===== config.mk =====
export PLATFORM = sky130hd
export DESIGN_NAME = bcd_time_keeper
export DESIGN_NICKNAME = d
export VERILOG_FILES = /design/src/rtl/bcd_time_keeper_pkg.sv /design/src/rtl/bcd_pair_counter.sv /design/src/rtl/bcd_time_keeper.sv
export SDC_FILE = /design/constraint.sdc
export NUM_CORES = 1
export LEC_CHECK = 0
export CORE_UTILIZATION = 53
export DETAILED_ROUTE_END_ITERATION = 8
export PLACE_DENSITY = 0.75
export SLEW_MARGIN = 20
export SYNTH_ARGS = -nofsm -noshare
export SYNTH_HDL_FRONTEND = slang
export SYNTH_SLANG_ARGS = --single-unit

===== constraint.sdc =====
create_clock -name clk -period 2.8 [get_ports clk]
set_input_delay 0.28 -clock clk [delete_from_list [all_inputs] [get_ports clk]]
set_output_delay 0.28 -clock clk [all_outputs]
set_load 0.05 [all_outputs]

===== src/rtl/bcd_time_keeper_pkg.sv =====
// Shared encodings and digit limits for the BCD time keeper.
package bcd_time_keeper_pkg;

    typedef enum logic [1:0] {
        ST_RUN     = 2'b00,
        ST_SET_HR  = 2'b01,
        ST_SET_MIN = 2'b10
    } set_state_e;

    localparam int unsigned UNITS_MAX           = 9;
    localparam int unsigned SEC_TENS_MAX        = 5;
    localparam int unsigned MIN_TENS_MAX        = 5;
    localparam int unsigned HOUR_TENS_MAX       = 2;
    localparam int unsigned HOUR_UNITS_MAX_AT_2 = 3;

endpackage


===== src/rtl/bcd_pair_counter.sv =====
// Two-digit BCD counter wrapping TENS_MAX:UNITS_MAX_AT_TOP -> 00, with carry and clear.
module bcd_pair_counter
    import bcd_time_keeper_pkg::*;
#(
    parameter int unsigned TENS_MAX         = 5,
    parameter int unsigned UNITS_MAX_AT_TOP = 9
) (
    input  logic       clk,
    input  logic       rst,
    input  logic       inc,
    input  logic       clr,
    output logic [3:0] units,
    output logic [3:0] tens,
    output logic       carry_out
);

    logic [3:0] units_q, units_d;
    logic [3:0] tens_q, tens_d;
    logic       at_top;

    assign at_top    = (tens_q == 4'(TENS_MAX)) && (units_q == 4'(UNITS_MAX_AT_TOP));
    assign carry_out = inc && at_top && !clr;
    assign units     = units_q;
    assign tens      = tens_q;

    always_comb begin
        units_d = units_q;
        tens_d  = tens_q;
        if (clr) begin
            units_d = '0;
            tens_d  = '0;
        end else if (inc) begin
            if (at_top) begin
                units_d = '0;
                tens_d  = '0;
            end else if (units_q == 4'(UNITS_MAX)) begin
                units_d = '0;
                tens_d  = tens_q + 4'd1;
            end else begin
                units_d = units_q + 4'd1;
            end
        end
    end

    always_ff @(posedge clk) begin
        if (rst) begin
            units_q <= '0;
            tens_q  <= '0;
        end else begin
            units_q <= units_d;
            tens_q  <= tens_d;
        end
    end

endmodule


===== src/rtl/bcd_time_keeper.sv =====
// 24-hour BCD clock with 1 s prescaler and two-button hour/minute setting.
module bcd_time_keeper
    import bcd_time_keeper_pkg::*;
#(
    parameter int unsigned TICK_DIV = 100_000_000
) (
    input  logic       clk,
    input  logic       rst,
    input  logic       btn_mode,
    input  logic       btn_inc,
    output logic [3:0] sec0,
    output logic [3:0] sec1,
    output logic [3:0] min0,
    output logic [3:0] min1,
    output logic [3:0] hour0,
    output logic [3:0] hour1,
    output logic [1:0] set_state,
    output logic       tick_1hz
);

    localparam int unsigned CNT_W = $clog2(TICK_DIV);

    set_state_e        state_q, state_d;
    logic [CNT_W-1:0]  cnt_q, cnt_d;
    logic              tick_q, tick_d;
    logic              mode_hist_q, inc_hist_q;

    logic mode_edge, inc_edge, edit_inc, in_run, wrap, advance;
    logic sec_inc, sec_clr, sec_carry;
    logic min_inc, min_carry;
    logic hour_inc, hour_carry;

    assign mode_edge = btn_mode && !mode_hist_q;
    assign inc_edge  = btn_inc && !inc_hist_q;
    // A mode edge always wins: it discards a same-cycle inc edge and a same-cycle tick.
    assign edit_inc  = inc_edge && !mode_edge;
    assign in_run    = (state_q == ST_RUN);
    assign wrap      = in_run && (cnt_q == CNT_W'(TICK_DIV - 1));
    assign advance   = wrap && !mode_edge;

    assign sec_inc  = advance;
    assign sec_clr  = in_run && mode_edge;
    assign min_inc  = (in_run && sec_carry) || ((state_q == ST_SET_MIN) && edit_inc);
    assign hour_inc = (in_run && min_carry) || ((state_q == ST_SET_HR) && edit_inc);
    assign tick_d   = advance;

    always_comb begin
        state_d = state_q;
        cnt_d   = '0;
        unique case (state_q)
            ST_RUN: begin
                if (mode_edge)  state_d = ST_SET_HR;
                else if (!wrap) cnt_d   = cnt_q + CNT_W'(1);
            end
            ST_SET_HR:  if (mode_edge) state_d = ST_SET_MIN;
            ST_SET_MIN: if (mode_edge) state_d = ST_RUN;
            default:    state_d = ST_RUN;
        endcase
    end

    always_ff @(posedge clk) begin
        if (rst) begin
            state_q     <= ST_RUN;
            cnt_q       <= '0;
            tick_q      <= 1'b0;
            mode_hist_q <= 1'b0;
            inc_hist_q  <= 1'b0;
        end else begin
            state_q     <= state_d;
            cnt_q       <= cnt_d;
            tick_q      <= tick_d;
            mode_hist_q <= btn_mode;
            inc_hist_q  <= btn_inc;
        end
    end

    assign set_state = state_q;
    assign tick_1hz  = tick_q;

    bcd_pair_counter #(.TENS_MAX(SEC_TENS_MAX), .UNITS_MAX_AT_TOP(UNITS_MAX)) u_sec (
        .clk(clk), .rst(rst), .inc(sec_inc), .clr(sec_clr),
        .units(sec0), .tens(sec1), .carry_out(sec_carry)
    );

    bcd_pair_counter #(.TENS_MAX(MIN_TENS_MAX), .UNITS_MAX_AT_TOP(UNITS_MAX)) u_min (
        .clk(clk), .rst(rst), .inc(min_inc), .clr(1'b0),
        .units(min0), .tens(min1), .carry_out(min_carry)
    );

    // Hour carry is the day wrap; nothing above hours consumes it.
    bcd_pair_counter #(.TENS_MAX(HOUR_TENS_MAX), .UNITS_MAX_AT_TOP(HOUR_UNITS_MAX_AT_2)) u_hour (
        .clk(clk), .rst(rst), .inc(hour_inc), .clr(1'b0),
        .units(hour0), .tens(hour1), .carry_out(hour_carry)
    );

    logic unused_hour_carry;
    assign unused_hour_carry = hour_carry;

endmodule


==> results summary, run 1 <==
The flow ran to the end, and the final reports show no timing, DRC or antenna violations. The capturing element type of the critical path is a flip-flop. The clock sink total is 56. After the first detailed-routing iteration, the DRC count stood at 128. The peak fanout along the critical path is 7. Clock-pin slew was measured on the worst setup and hold paths at 90 ps. The data arrival time of the critical path came out at 2650 ps. The total area inside the core boundary comes to 5240 um^2. The number of warnings reported in the yosys synthesis log is 0. The CTS tree is built. The number of nets at the end of the flow is 390. The proportion of netlist area held by the largest area contributor is 37.8%. The area growth from synthesis to layout is 15.1%. The number of port buffers is 30. Headroom to the max-slew limit came out at 65.9%.

The synthesized design contains 56 register bits. The number of max-cap violations is 0. Routability-driven placement finished with a final weighted congestion of 0.812. The total vias in the final route came out at 2604. The total routed wirelength came out at 6.01 mm. The count of final max-slew check failures was 0. The effective utilization at floorplan is 56.7%. The insertion delay of the later-clocked pin in the worst-skew pair is 310 ps.

The async set-or-reset flop fraction in the synthesized netlist is 0%. The gate count after technology mapping came out at 345. Summing internal, switching and leakage power gives 1.34 mW.

The number of buffers inserted by post-CTS setup repair came out at 0. The worst setup path is launched from a flip-flop. The maximum operating frequency is 408 MHz. Yosys attributes the largest share of cell area to sky130_fd_sc_hd__dfxtp_1 38%, sky130_fd_sc_hd__nor2_1 4.9%, sky130_fd_sc_hd__xnor2_1 4.7%, sky130_fd_sc_hd__ha_1 4.6%, sky130_fd_sc_hd__nand3_1 4.4%. Counting distinct cell types in the post-synthesis netlist gives 55. In the routed design, unresolved DRC markers number 0. The die is 76.8 um tall.

The first global-routing pass estimated 10.7 mm of wire. Averaged over all synthesized cells, the footprint is 8.61 um^2. No sink is reached through more buffers than the 2 on the longest clock path.

The net count after synthesis came out at 360. The number of H-tree levels is 2. The most frequent cell after synthesis is sky130_fd_sc_hd__dfxtp_1. For the pin with the worst max-slew slack, the measured transition is 505 ps. Of all cell types, the one taking the most synthesized area is sky130_fd_sc_hd__dfxtp_1. The cell at the root of the clock tree is sky130_fd_sc_hd__clkbuf_8. Timing analysis after detailed placement gives a worst setup slack of 128 ps. Setup repair after global routing left no endpoint under its margin. After layout, the worst setup slack is 351 ps. In this run the worst hold path is classified as flip-flop to flip-flop.

The number of endpoints with negative hold slack in the final report came out at 0. The critical path class is flip-flop to flip-flop. The count of placed standard cells in the final layout, fillers left out is 446. The number of instances in the placed design came out at 438. The smallest hold slack is 481 ps. The share of post-route cells with drive strength above 1 came out at 7.98%.

The via count of the first global-routing pass is 2360. The endpoint required time on the critical path came out at 3000 ps. The post-cts sizing count came out at 0. The overall routing resource usage came out at 22.1%.

Sequential elements use 37.8% of the synthesized area. The cts-stage hold buffer count came out at 0. Clock tree synthesis inserted a total of 5 buffers.

The final critical-path required period came out at 2450 ps. The number of cells on the worst reg-to-reg path came out at 7. During I/O placement, the number of pins put on the boundary was 31. The clock skew came out at 9.49 ps. After global routing the overflow that remains totals 0. The antenna cell count came out at 0. The filler cells instantiated in the layout total 473. Summed over all cells, the static leakage comes to 1.12 nW.

Sorting the synthesized cells by how often they occur yields 56 x sky130_fd_sc_hd__dfxtp_1, 39 x sky130_fd_sc_hd__nor2_1, 26 x sky130_fd_sc_hd__nand3_1, 20 x sky130_fd_sc_hd__a21oi_1, 20 x sky130_fd_sc_hd__nand2_1. In the synthesized netlist the dominant register cell turns out to be sky130_fd_sc_hd__dfxtp_1. The sum of negative setup slack is 0 ps. The post-route antenna net violation count came out at 0. The number of antenna violations at the first check in global routing was 0. The die span in x came out at 76.8 um. Entering global routing, the biggest net connects 28 pins.

The final setup violation count came out at 0. The number of synthesized flops with an enable pin came out at 0. The floorplan step defined a die boundary enclosing 5910 um^2. The cell depth of the worst hold path came out at 2. The iteration count of the initial detailed-routing pass is 4. In the final routed layout, each cell accounts on average for 13.5 um. The row count is 26. After detailed routing, the number of vias per cell comes to 5.84. The power per cell area is 392 nW/um^2. The final worst-path cycle share came out at 87.5%. The peak ir drop on the vdd network came out at 0.000318 V. The placed wire-length estimate after detailed placement is 4.34 mm. The total standard cell area after synthesis is 2970 um^2.
==> placed cells by master (no fill, tap or decap), drive strengths merged, types with 3 or more instances in the layout <==
cell / Yosys / final
buf: 5 / 7
and4: 7 / 7
xnor2: 16 / 16
nor3: 14 / 14
o31ai: 3 / 3
o21ai: 11 / 11
dfxtp: 56 / 56
inv: 16 / 16
nor4b: 5 / 5
clkbuf: 9 / 8
nor2: 39 / 39
a21oi: 22 / 22
xor2: 6 / 6
nand2: 20 / 20
nand4: 8 / 8
nand3: 26 / 26
a211o: 3 / 3
nor4bb: 3 / 3
and2: 3 / 3
or3: 8 / 8
mux2: 3 / 3
nor4: 7 / 7
or4: 4 / 4
clkdlybuf4s50: 0 / 30
nor2b: 9 / 9
ha: 11 / 11
and3: 4 / 4
==> cell families after synthesis <==
logic type,after synthesis,share of synthesized area (%)
buffers and inverters,30,4.76
adders and majority gates,11,4.64
and+or+nand+nor,167,32.4
xor gates and xnor gates,22,6.49
muxes,5,1.81
DFF,56,37.8
AOI/OAI and AO/OA,54,12.1
==> critical path, cell delays in order (launching register included) <==
cell                      delay (ps)
sky130_fd_sc_hd__dfxtp_1         440
sky130_fd_sc_hd__ha_1            230
sky130_fd_sc_hd__and4_1          310
sky130_fd_sc_hd__buf_4           170
sky130_fd_sc_hd__and2_1          260
sky130_fd_sc_hd__nand4_1         330
sky130_fd_sc_hd__a21oi_1         260
sky130_fd_sc_hd__mux2_2          350
==> path summary, 6_finish.rpt <==
kind	startpoint	to	slack, ps
max	cnt_q[0]	u_hour.tens[2]	350
min	cnt_q[7]	cnt_q[7]	480
max reg2reg	cnt_q[0]	u_hour.tens[2]	350
min reg2reg	cnt_q[7]	cnt_q[7]	480
==> metrics by stage <==
step | cell area (um^2) | utilization (%)
5_1_grt | 3420 | 65.3
6_report | 3420 | 65.3
4_1_cts | 3420 | 65.3
3_5_place_dp | 3330 | 63.5
3_3_place_gp | 3330 | 63.5
2_1_floorplan | 2970 | -
==> sequential cells by signal, summed over array words and instances, names as in the netlist, 2 cells and up <==
signal / cells
u_hour.units: 4
u_min.tens: 4
set_state: 2
u_min.units: 4
u_sec.units: 4
u_hour.tens: 4
cnt_q: 27
u_sec.tens: 4
==> final cells by class <==
type	count	area [um^2]	share of cell area, %
sequential	56	1120	32.8
inverter	16	60.1	1.76
timing repair buffer	37	353	10.3
multi-input combinational	259	1710	49.9
tap	70	87.6	2.56
clock buffer	8	90.1	2.64
==> routing by layer <==
layer  global-route usage, %  vias to the layer above  part of all wire, %
li1                        -                     1312                    -
met1                    27.3                     1247                   47
met2                    38.4                       38                   49
met3                    3.69                        7                  3.0
met4                    7.69                        0                  1.5
met5                       0                        -                    0
==> where the power goes <==
group          switching [mW]  leakage [nW]  internal [mW]
Clock                   0.244        0.0455          0.202
Combinational          0.0489         0.624         0.0280
Sequential             0.0123         0.452          0.803
Total                   0.305          1.12           1.03
Power figures use the tool's default switching activity.
==> inputs of run 2 (changes only) <==
--- a/config.mk
+++ b/config.mk
@@ -5,9 +5,9 @@
 export SDC_FILE = /design/constraint.sdc
 export NUM_CORES = 1
 export LEC_CHECK = 0
-export CORE_UTILIZATION = 53
+export CORE_UTILIZATION = 30
 export DETAILED_ROUTE_END_ITERATION = 8
-export PLACE_DENSITY = 0.75
+export SKIP_CTS_REPAIR_TIMING = 1
 export SLEW_MARGIN = 20
 export SYNTH_ARGS = -nofsm -noshare
 export SYNTH_HDL_FRONTEND = slang
==> results summary, run 2 (synthesized netlist as in run 1, its figures left out) <==
The number of buffers inserted during clock tree synthesis came out at 5 (unchanged). The clock skew came to 9.42 ps (was 9.49 ps). The area of the die was 10300 um^2 (was 5910 um^2). The via count of the first global-routing pass came out at 2316 (was 2360). The highest metal layer used by the detailed router is met4 (unchanged). The maximum clock insertion buffer count is 2 (unchanged). The static leakage came out at 1.14 nW (was 1.12 nW). The sum of negative setup slack is 0 ps (unchanged).

The overall overflow remaining after global route came to 0 (unchanged). The type of element launching the critical path is a flip-flop (unchanged). The row count is 35 (was 26). The smallest hold slack is 485 ps (was 481 ps). The cell depth of the worst hold path is 2 (unchanged).

The total routed wirelength is 6.37 mm (was 6.01 mm). The clock-pin slew on the worst setup and hold paths is 90 ps (about the same). The wire length on met2 came out at 2.96 mm (was 2.94 mm). The average wire length per cell after detail routing came out at 12.6 um (was 13.5 um).

The capturing element type of the critical path is a flip-flop (unchanged). The relative slew slack is 60.5% (was 65.9%). The number of H-tree levels is 2 (unchanged).

The number of cells on the worst reg-to-reg path is 6 (was 7). The proportion of power drawn by flip-flops and latches came out at 59.2% (was 60.9%). The path category of the worst min-delay check is flip-flop to flip-flop (unchanged). The count of final max-slew check failures came to 0 (unchanged). The met1 routed wirelength after detailed routing is 3.15 mm (was 2.81 mm). The effective utilization at floorplan came out at 31.5% (was 56.7%). Result of the run: completed (unchanged). The iteration count of the initial detailed-routing pass is 6 (was 4).

The top register by number of flip-flops is cnt_q (unchanged). The combinational fraction of design power came to 5.7% (about the same). The share of post-route cells with drive strength above 1 came out at 8.75% (was 7.98%). The worst hold path endpoint is cnt_q[7] (unchanged). The insertion delay of the later-clocked pin in the worst-skew pair came out at 320 ps (was 310 ps). The critical path class is flip-flop to flip-flop (unchanged). The CTS tree is built (unchanged). The die span in x came out at 101 um (was 76.8 um). Leading cell types in the layout, fill and taps excluded: 56 x sky130_fd_sc_hd__dfxtp_1, 39 x sky130_fd_sc_hd__nor2_1, 30 x sky130_fd_sc_hd__clkdlybuf4s50_1 (unchanged). The maximum operating frequency came out at 410 MHz (was 408 MHz). The global-route wire length before repair was 10.7 mm (about the same). The routability-driven placement congestion ratio is 0.772 (was 0.812). The clock power share is 35.1% (was 33.3%). The transition time of the tightest slew-check pin was 585 ps (was 505 ps).

The peak ir drop on the vdd network is 0.000174 V (was 0.000318 V). Setup repair after global routing missed its margin: false (unchanged). The overall power is 1.38 mW (was 1.34 mW). The launch instance of the worst register-to-register path was cnt_q[0] (unchanged).

The post-route antenna net violation count came out at 0 (unchanged). The number of top-level pins is 31 (unchanged). The per-cell via count in the routed design is 5.05 (was 5.84). The number of port buffers came out at 30 (unchanged).

The final worst-path cycle share came to 87.1% (was 87.5%). The source of the worst hold timing path is cnt_q[7] (unchanged). The remaining design rule violation count is 0 (unchanged). The placed wire-length estimate after detailed placement is 4.57 mm (was 4.34 mm). The data arrival time of the critical path came to 2640 ps (was 2650 ps). The number of endpoints with negative hold slack in the final report is 0 (unchanged). The final setup violation count is 0 (unchanged). The final critical-path required period came to 2440 ps (was 2450 ps). The most common cell after layout, fill and taps aside is sky130_fd_sc_hd__dfxtp_1 (unchanged). The die outline height is 101 um (was 76.8 um). The length of routed met3 wiring came out at 192 um (was 178 um). The power per cell area is 392 nW/um^2 (about the same).

The clock sink total came out at 56 (unchanged). The area growth from synthesis to layout is 18.3% (was 15.1%). The switching part of the total is 23.5% (was 22.8%). The peak fanout along the critical path is 7 (unchanged). The overall routing resource usage is 13.1% (was 22.1%). The number of nets at the end of the flow came to 392 (was 390).

The number of antenna violations at the first check in global routing is 0 (unchanged). The flip-flop count of the largest register, all copies and words added came out at 27 (unchanged). The cell-internal power is 1.05 mW (was 1.03 mW).

The count of placed standard cells in the final layout, fillers left out is 506 (was 446). The number of instances in the placed design came out at 499 (was 438). The setup slack of the most critical reg-to-reg path is 360 ps (was 350 ps).

The first-iteration detailed-routing DRC count is 72 (was 128). The capture point of the worst reg-to-reg path is u_min.tens[3] (was u_hour.tens[2]). The number of max-cap violations is 0 (unchanged). The total vias in the final route was 2554 (was 2604).

The core outline area is 9420 um^2 (was 5240 um^2). The maximum number of pins on one net before global-route repair came out at 28 (unchanged). The cell at the root of the clock tree was sky130_fd_sc_hd__clkbuf_8 (unchanged).

The power dissipated by switching net loads is 324 uW (was 305 uW). The endpoint required time on the critical path is 3000 ps (about the same). The antenna cell count came out at 0 (unchanged).
run 2: changes by cell type in the layout (fill, tap and decap cells not counted), sizes merged:
cell	before	now
clkbuf	8	7
buf	7	9
run 2: worst max path at each step:
stage                     depth (start not counted)       endpoint           start  slack [ps]
after global routing                              6  u_min.tens[3]        cnt_q[0]         210
after global placement                            6  u_min.tens[3]        btn_mode         200
final                                             6  u_min.tens[3]        cnt_q[0]         360
after detailed placement                          6  u_min.tens[3]        btn_mode         200
after CTS                                         6  u_min.tens[3]        cnt_q[0]         360
after floorplan                                   8  u_min.tens[3]  u_sec.units[0]         310
run 2: layout make-up:
class / instances / area (um^2)
clock buffer: 7 / 96.3
fill: 950 / 5900
inverter: 16 / 60.1
multi-input combinational: 259 / 1710
sequential: 56 / 1120
tap: 129 / 161
timing repair buffer: 39 / 368
run 2: metrics by stage:
step	instance area (um^2)	setup slack (ps)	util, %
floorplan	2970	314	-
global placement	3420	203	36.3
detailed placement	3420	198	36.3
CTS	3510	359	37.3
global route	3510	213	37.3
finish	3510	362	37.3
run 2: power by group through the flow:
stage          logic, mW  clock network (mW)  registers, mW
3_3_place_gp      0.0791                   0          0.834
3_5_place_dp      0.0794                   0          0.834
4_1_cts           0.0797               0.505          0.816
2_1_floorplan     0.0474                   0          0.840
5_1_grt           0.0875               0.536          0.817
6_report          0.0788               0.483          0.816
run 2: worst max-delay path: stages (launching register included):
cell and delay (ps):
sky130_fd_sc_hd__dfxtp_1 420, sky130_fd_sc_hd__ha_1 230, sky130_fd_sc_hd__and4_1 360, sky130_fd_sc_hd__nand2_1 110, sky130_fd_sc_hd__or4_1 660, sky130_fd_sc_hd__a21oi_1 210, sky130_fd_sc_hd__mux2_2 340
run 2: routing by layer:
layer  global-route usage [%]  up-vias
li1                         -     1306
met1                     17.2     1197
met2                     21.6       45
met3                     2.55        6
met4                     4.01        0
met5                        0        -
